## src/rtl/vga_scan_driver_if.sv

```systemverilog
// vga_scan_driver_if: pixel strobe, offset handshake, sprite ROM bus and video outputs of the scan driver
interface vga_scan_driver_if;
    logic               pix_en;
    logic signed [10:0] offset_row_in;
    logic signed [10:0] offset_col_in;
    logic               offset_valid;
    logic               offset_ready;
    logic signed [10:0] row;
    logic signed [10:0] column;
    logic signed [10:0] row_offset;
    logic signed [10:0] column_offset;
    logic [11:0]        rom_q;
    logic [3:0]         red;
    logic [3:0]         green;
    logic [3:0]         blue;
    logic               hsync;
    logic               vsync;
    logic               frame_start;
    modport master (
        input  pix_en, offset_row_in, offset_col_in, offset_valid, rom_q,
        output offset_ready, row, column, row_offset, column_offset,
        output red, green, blue, hsync, vsync, frame_start
    );
    modport slave (
        output pix_en, offset_row_in, offset_col_in, offset_valid, rom_q,
        input  offset_ready, row, column, row_offset, column_offset,
        input  red, green, blue, hsync, vsync, frame_start
    );
endinterface

```

## src/rtl/vga_scan_driver.sv

```systemverilog
// vga_scan_driver: scan timing counters, sprite ROM addressing and registered blanked RGB with aligned syncs
module vga_scan_driver #(
    parameter int   H_ACTIVE    = 640,
    parameter int   H_FP        = 16,
    parameter int   H_SYNC      = 96,
    parameter int   H_BP        = 48,
    parameter int   V_ACTIVE    = 480,
    parameter int   V_FP        = 10,
    parameter int   V_SYNC      = 2,
    parameter int   V_BP        = 33,
    parameter logic SYNC_ACTIVE = 1'b0
) (
    input logic               clk,
    input logic               rst,
    vga_scan_driver_if.master bus
);
    localparam int H_TOTAL = H_ACTIVE + H_FP + H_SYNC + H_BP;
    localparam int V_TOTAL = V_ACTIVE + V_FP + V_SYNC + V_BP;
    localparam logic [10:0] H_LAST    = 11'(H_TOTAL - 1);
    localparam logic [10:0] V_LAST    = 11'(V_TOTAL - 1);
    localparam logic [10:0] H_VIS     = 11'(H_ACTIVE);
    localparam logic [10:0] V_VIS     = 11'(V_ACTIVE);
    localparam logic [10:0] H_SYNC_LO = 11'(H_ACTIVE + H_FP);
    localparam logic [10:0] H_SYNC_HI = 11'(H_ACTIVE + H_FP + H_SYNC);
    localparam logic [10:0] V_SYNC_LO = 11'(V_ACTIVE + V_FP);
    localparam logic [10:0] V_SYNC_HI = 11'(V_ACTIVE + V_FP + V_SYNC);

    logic [10:0] h_cnt, v_cnt, row_off, col_off, pend_row, pend_col;
    logic        pending_full, h_last, wrap, xfer;

    assign h_last            = h_cnt == H_LAST;
    assign wrap              = bus.pix_en && h_last && v_cnt == V_LAST;
    assign xfer              = bus.offset_valid && !pending_full;
    assign bus.offset_ready  = ~pending_full;
    assign bus.frame_start   = wrap && !rst;
    assign bus.row           = v_cnt;
    assign bus.column        = h_cnt;
    assign bus.row_offset    = row_off;
    assign bus.column_offset = col_off;

    // scan position: column wraps every line, row advances on each column wrap
    always_ff @(posedge clk)
        if (rst) begin
            h_cnt <= '0;
            v_cnt <= '0;
        end else if (bus.pix_en) begin
            h_cnt <= h_last ? '0 : h_cnt + 11'd1;
            if (h_last)
                v_cnt <= (v_cnt == V_LAST) ? '0 : v_cnt + 11'd1;
        end

    // output stage: colour and syncs from the pre-increment position so they stay aligned
    always_ff @(posedge clk)
        if (rst) begin
            {bus.red, bus.green, bus.blue} <= '0;
            bus.hsync <= ~SYNC_ACTIVE;
            bus.vsync <= ~SYNC_ACTIVE;
        end else if (bus.pix_en) begin
            {bus.red, bus.green, bus.blue} <= (h_cnt < H_VIS && v_cnt < V_VIS) ? bus.rom_q : 12'h000;
            bus.hsync <= (h_cnt >= H_SYNC_LO && h_cnt < H_SYNC_HI) ? SYNC_ACTIVE : ~SYNC_ACTIVE;
            bus.vsync <= (v_cnt >= V_SYNC_LO && v_cnt < V_SYNC_HI) ? SYNC_ACTIVE : ~SYNC_ACTIVE;
        end

    // offset handshake: one pending slot, committed only on the frame wrap so frames never tear
    always_ff @(posedge clk)
        if (rst) begin
            row_off      <= '0;
            col_off      <= '0;
            pend_row     <= '0;
            pend_col     <= '0;
            pending_full <= 1'b0;
        end else if (wrap && pending_full) begin
            row_off      <= pend_row;
            col_off      <= pend_col;
            pending_full <= 1'b0;
        end else if (wrap && xfer) begin
            row_off <= bus.offset_row_in;
            col_off <= bus.offset_col_in;
        end else if (xfer) begin
            pend_row     <= bus.offset_row_in;
            pend_col     <= bus.offset_col_in;
            pending_full <= 1'b1;
        end
endmodule

```

## src/flat_wrapper.sv

```systemverilog
// flat-port wrapper written by rule: the top's interface ports become plain ports
module vga_scan_driver_flat 
#(
    parameter int   H_ACTIVE    = 640,
    parameter int   H_FP        = 16,
    parameter int   H_SYNC      = 96,
    parameter int   H_BP        = 48,
    parameter int   V_ACTIVE    = 480,
    parameter int   V_FP        = 10,
    parameter int   V_SYNC      = 2,
    parameter int   V_BP        = 33,
    parameter logic SYNC_ACTIVE = 1'b0
)
  (clk, rst, bus_pix_en, bus_offset_row_in, bus_offset_col_in, bus_offset_valid, bus_rom_q, bus_offset_ready, bus_row, bus_column, bus_row_offset, bus_column_offset, bus_red, bus_green, bus_blue, bus_hsync, bus_vsync, bus_frame_start);
  vga_scan_driver_if bus_i ();
  input logic clk;
  input logic rst;
  input wire logic [$bits(bus_i.pix_en)-1:0] bus_pix_en;
  input wire logic [$bits(bus_i.offset_row_in)-1:0] bus_offset_row_in;
  input wire logic [$bits(bus_i.offset_col_in)-1:0] bus_offset_col_in;
  input wire logic [$bits(bus_i.offset_valid)-1:0] bus_offset_valid;
  input wire logic [$bits(bus_i.rom_q)-1:0] bus_rom_q;
  output wire logic [$bits(bus_i.offset_ready)-1:0] bus_offset_ready;
  output wire logic [$bits(bus_i.row)-1:0] bus_row;
  output wire logic [$bits(bus_i.column)-1:0] bus_column;
  output wire logic [$bits(bus_i.row_offset)-1:0] bus_row_offset;
  output wire logic [$bits(bus_i.column_offset)-1:0] bus_column_offset;
  output wire logic [$bits(bus_i.red)-1:0] bus_red;
  output wire logic [$bits(bus_i.green)-1:0] bus_green;
  output wire logic [$bits(bus_i.blue)-1:0] bus_blue;
  output wire logic [$bits(bus_i.hsync)-1:0] bus_hsync;
  output wire logic [$bits(bus_i.vsync)-1:0] bus_vsync;
  output wire logic [$bits(bus_i.frame_start)-1:0] bus_frame_start;
  assign bus_i.pix_en = bus_pix_en;
  assign bus_i.offset_row_in = bus_offset_row_in;
  assign bus_i.offset_col_in = bus_offset_col_in;
  assign bus_i.offset_valid = bus_offset_valid;
  assign bus_i.rom_q = bus_rom_q;
  assign bus_offset_ready = bus_i.offset_ready;
  assign bus_row = bus_i.row;
  assign bus_column = bus_i.column;
  assign bus_row_offset = bus_i.row_offset;
  assign bus_column_offset = bus_i.column_offset;
  assign bus_red = bus_i.red;
  assign bus_green = bus_i.green;
  assign bus_blue = bus_i.blue;
  assign bus_hsync = bus_i.hsync;
  assign bus_vsync = bus_i.vsync;
  assign bus_frame_start = bus_i.frame_start;
  vga_scan_driver #(.H_ACTIVE(H_ACTIVE), .H_FP(H_FP), .H_SYNC(H_SYNC), .H_BP(H_BP), .V_ACTIVE(V_ACTIVE), .V_FP(V_FP), .V_SYNC(V_SYNC), .V_BP(V_BP), .SYNC_ACTIVE(SYNC_ACTIVE)) u_core (.clk(clk), .rst(rst), .bus(bus_i));
endmodule
```

## config.mk

```make
export PLATFORM = sky130hd
export DESIGN_NAME = vga_scan_driver_flat
export DESIGN_NICKNAME = d
export VERILOG_FILES = /design/src/rtl/vga_scan_driver_if.sv /design/src/rtl/vga_scan_driver.sv /design/src/flat_wrapper.sv
export SDC_FILE = /design/constraint.sdc
export NUM_CORES = 1
export LEC_CHECK = 0
export CAP_MARGIN = 30
export CORE_MARGIN = 8
export CORE_UTILIZATION = 30
export DETAILED_ROUTE_END_ITERATION = 8
export PLACE_DENSITY = 0.63
export SYNTH_ARGS = -nofsm -noshare
export SYNTH_HDL_FRONTEND = slang
export SYNTH_SLANG_ARGS = --single-unit
```

## constraint.sdc

```tcl
create_clock -name clk -period 2.9 [get_ports clk]
set_input_delay 0.58 -clock clk [delete_from_list [all_inputs] [get_ports clk]]
set_output_delay 0.58 -clock clk [all_outputs]
set_load 0.005 [all_outputs]
```

== After elaboration in Yosys (flattened, before gate mapping) ==
Index checks and enable logic that the tools add are counted.
Word-level totals
  register bits: 81
  input port bits: 38
  output and inout bits: 60
  word-level logic and storage cells: 50
Operators by class
  add/sub/neg operators: 2
  order comparisons: 6
  equal/unequal tests: 2
  muxes and demuxes: 9
  bitwise logic cells: 3
  reductions and logical operators: 16
Operators by type and width (number)
  $mux 11: 6
  $add 11x1->11 const B: 2
  $eq 11x10->1 const B: 2
  $lt 11x10->1 const B: 2
  $lt 11x9->1 const B: 2
  $mux 12: 1
  $ge 11x10->1 const B: 1
  $ge 11x9->1 const B: 1
  $logic_and 1x1->1: 9
  $reduce_and 2->1: 2
  $not 1->1: 3
  $reduce_and 3->1: 1
  $logic_not 1->1: 2
  $mux 1: 2
  $reduce_bool 2->1: 1
  $reduce_or 2->1: 1

== Logic depth before layout (Yosys ltp) ==
  depth in word-level cells: 6
  gate-level depth with buffers: 8
  mapped depth without buffers: 6

== Least setup slack after synthesis ==
No wires, ideal clock.
  path kind: input-to-output
  start point: input port bus_pix_en
  end point: output port bus_frame_start
  arrival time: 1468 ps
  required time: 2320 ps
  setup slack: 852 ps
  stages on the path: 5
  cell sequence: and4_1 buf_4 nand3_2 buf_2 nor4_1
Between the ends
  cells in the longest elaborated chain, start to end: 3
RTL lines
  start: declaration: line flat_wrapper.sv:18  | input wire logic [$bits(bus_i.pix_en)-1:0] bus_pix_en;
  $logic_and 1x1->1 (2 in a row): line vga_scan_driver.sv:32  | assign wrap = bus.pix_en && h_last && v_cnt == V_LAST;
  $logic_and 1x1->1: line vga_scan_driver.sv:35  | assign bus.frame_start = wrap && !rst;
  end: declaration: line flat_wrapper.sv:33  | output wire logic [$bits(bus_i.frame_start)-1:0] bus_frame_start;
Every way passes these cells.

== Worst setup path after layout ==
Same ends and word-level chain as after synthesis.

==> metrics.txt <==
outcome finished clean; CTS H-tree depth 3; Inserted Clock Buffers 9; Slew HR between 50 and 60%; Post-Synth Simple-Gate Area 25.4%; cell breakdown of the critical path clkdlybuf4s50_1 -> and4_1 -> nand3_2 -> nor4_2 -> clkdlybuf4s50_1; final setup fails 0; critical path type input pin to output pin; routed via count around 3400; synthesis-stage register bit count between 80 and 90; switching part of the total between 20% and 30%; Post-Syn Nets approximately 460; Vias/cell around 4.9; required time worst endpoint 2.32 ns; Syn Area/Cell slightly above 9 um^2; WL/cell 15.4 um; HP Class flip-flop to flip-flop; sequential share of the synthesized area 42.8%; clk_lat worst skew 0.33 ns; GR Layer Usage met3 4.20%; Most common cell on crit path clkdlybuf4s50_1; final worst path period share a little over nine tenths; setup TNS 0 ns; sequential share of power about 44%; first-pass GRT wire length between 15 and 20 mm; clk sink count between 80 and 90; yosys warns 0; Async SR Flop Fraction 0%; Clock Pin Slew Worst Setup and Hold Paths around 0.060 ns; r2r setup slk 0.84 ns; post-synthesis mux area share under 10%; FF-to-FF path depth 8; Nets 549; top post-synthesis cells by area dfxtp_1 43%, o32ai_2 8.6%, nand2_1 7.5%, mux2i_1 6.3%, a21oi_1 5.6%; hold_buf cts 0; reg-to-reg startpoint u_core.bus.row[0]; Min-Delay Endpoint u_core.pend_row[7]; GRT Util Overall around an eighth; Post-CTS Resized 0; Final Critical Period approximately 2.8 ns; Hold Fails Final Rpt 0; Max stage delay on crit path 0.55 ns; Routed Antenna Nets 0; DR pass1 iterations 4; CTS tree yes; CP max stage cell clkdlybuf4s50_1; Starting Density 30.4%; largest family of logic cells by synthesized area simple AND/OR/NAND/NOR gates; max-slew violations 0; internal power just over 2 mW; IO buf count 97; Slew @ Worst Pin approximately 0.63 ns; Max Fanout on Critical Path 2; # diodes 0; antenna violations before repair 1; crit end category output pin; Pwr Density 499 nW/um^2; most frequent cell after synthesis dfxtp_1; Total Wirelength about 11 mm; post-synthesis adder-cell area fraction 0.992%; NetSw between 0.5 and 0.6 mW; final core occ 42.2%; post-route DRC violation count 0; startpoint types input pin; CTS root buf clkbuf_16; Crit path arrival time 2.19 ns; share of the synthesized area in the top cell type 42.8%; core area 12500 um^2; Die Width ~130 um; total die area about 16000 um^2; met1 Use GR roughly 16%; CTS max path bufs 2; met2 Use GR approximately a fifth; Fmax about 360 MHz; Comb pwr share 9.3%; area delta synth->final 39.0%; cell taking the most area after synthesis dfxtp_1; number of synthesized flops with an enable pin 0; Setup Fix Bufs, Post-CTS 0; initial drt markers about 120; Synth cell types 42; HPWL after detailed placement ~7.4 mm; Lkg Pwr 1.91 nW; Layout Skew between 0.007 and 0.008 ns; Top Ports 98; Post-Synth XOR/XNOR Area around 2.5%; reg2reg end u_core.pend_row[10]; unrepaired setup endpoints after global routing false; largest net degree at the start of global routing 43; max_cap viols 0; WHS Path Cells 2; Rows 41; VDD IR max around 210 uV; Top Usage Layer GRT met2; clock power share roughly 47%; Cells after Synth approximately 420; Top FF cell, synth dfxtp_1; Compound-Gate Fraction of Synth Area 17.1%; synthesized cell area 3780 um^2; layout cell share with drive strength beyond 1 11.5%; GPL Wtd Cong around 0.8; hold_sp u_core.pend_row[7]; Die Y-Extent 128 um; vias in the first global route ~3400; Synth top cells by count 81 x dfxtp_1, 76 x nand2_1, 42 x a21oi_1; GRT overflow 0
==> registers in the layout, indices dropped and copies added, names as in the netlist, 4 cells and up <==
name / cells
u_core.bus.blue: 4
u_core.pend_row: 11
u_core.pend_col: 11
u_core.bus.row: 11
u_core.bus.column: 11
u_core.bus.red: 4
u_core.bus.row_offset: 11
u_core.bus.green: 4
u_core.bus.column_offset: 11
==> layout make-up <==
class	count	area, um^2
well taps	172	215
repair buffers	110	1090
fillers	1241	7210
clock buffers	11	243
clock inverters	5	78.8
multi-input cells	301	1990
flip-flops and latches	81	1620
inverters	5	18.8
==> worst max-delay path by stage <==
stage	startpoint	endpoint	slack, ns	cells past startpoint
after global placement	bus_pix_en	bus_frame_start	0.18	5
after CTS	bus_pix_en	bus_frame_start	0.06	5
after global routing	bus_pix_en	bus_frame_start	0.04	5
final	bus_pix_en	bus_frame_start	0.13	5
after floorplan	bus_pix_en	bus_frame_start	0.85	5
after detailed placement	bus_pix_en	bus_frame_start	0.1	5
==> cell families after synthesis <==
group,Yosys count
XOR/XNOR,11
AO/OA/AOI/OAI,78
flip-flops,81
buffers and inverters,35
adder cells (fa/ha/maj),3
AND/OR/NAND/NOR,185
multiplexers,24
==> critical path: cells and delay by family <==
kind                   cells  cell delay [ns]
buffers and inverters      2             1.03
and+or+nand+nor            3             0.59
==> stage by stage <==
stage	setup WS, ns	hold WS (ns)	std cells	total power, mW	area [um^2]
5_1_grt	0.0447	0.480	685	2.73	5260
3_3_place_gp	0.175	0.443	669	1.43	4930
2_1_floorplan	0.852	0.435	417	1.32	3780
6_report	0.129	0.459	685	2.63	5260
4_1_cts	0.0595	0.461	685	2.66	5250
3_5_place_dp	0.0982	0.451	669	1.43	4930
==> cells in the final DEF, fill, tap and decap left out, drive strengths merged, types with 2 or more instances in the layout <==
cell type	synthesis	final
a21oi	42	42
and3	24	24
and4	4	4
and4bb	2	2
buf	9	14
bufinv	0	2
clkbuf	21	11
clkdlybuf4s50	0	96
clkinv	0	3
dfxtp	81	81
ha	3	3
inv	5	5
mux2i	24	24
nand2	76	76
nand3	8	8
nand4	7	7
nor2	30	30
nor2b	13	13
nor3	4	4
nor4	3	3
o21ai	6	6
o31ai	5	5
o32ai	22	22
or4	6	6
xnor2	4	4
xor2	7	7
==> layer usage <==
layer | routed length [um] | vias up | share of wire (%)
li1 | - | 1663 | -
met1 | 4860 | 1610 | 46
met2 | 4880 | 72 | 46
met3 | 599 | 14 | 5.7
met4 | 171 | 2 | 1.6
met5 | 13 | - | 0.12
==> power by group through the flow <==
stage | Clock [mW] | Combinational [mW] | Sequential, mW
floorplan | 0 | 0.130 | 1.19
finish | 1.22 | 0.244 | 1.16
global route | 1.30 | 0.268 | 1.17
detailed placement | 0 | 0.246 | 1.19
global placement | 0 | 0.241 | 1.19
CTS | 1.25 | 0.246 | 1.16
No activity file was read; power rests on OpenSTA's default activity.
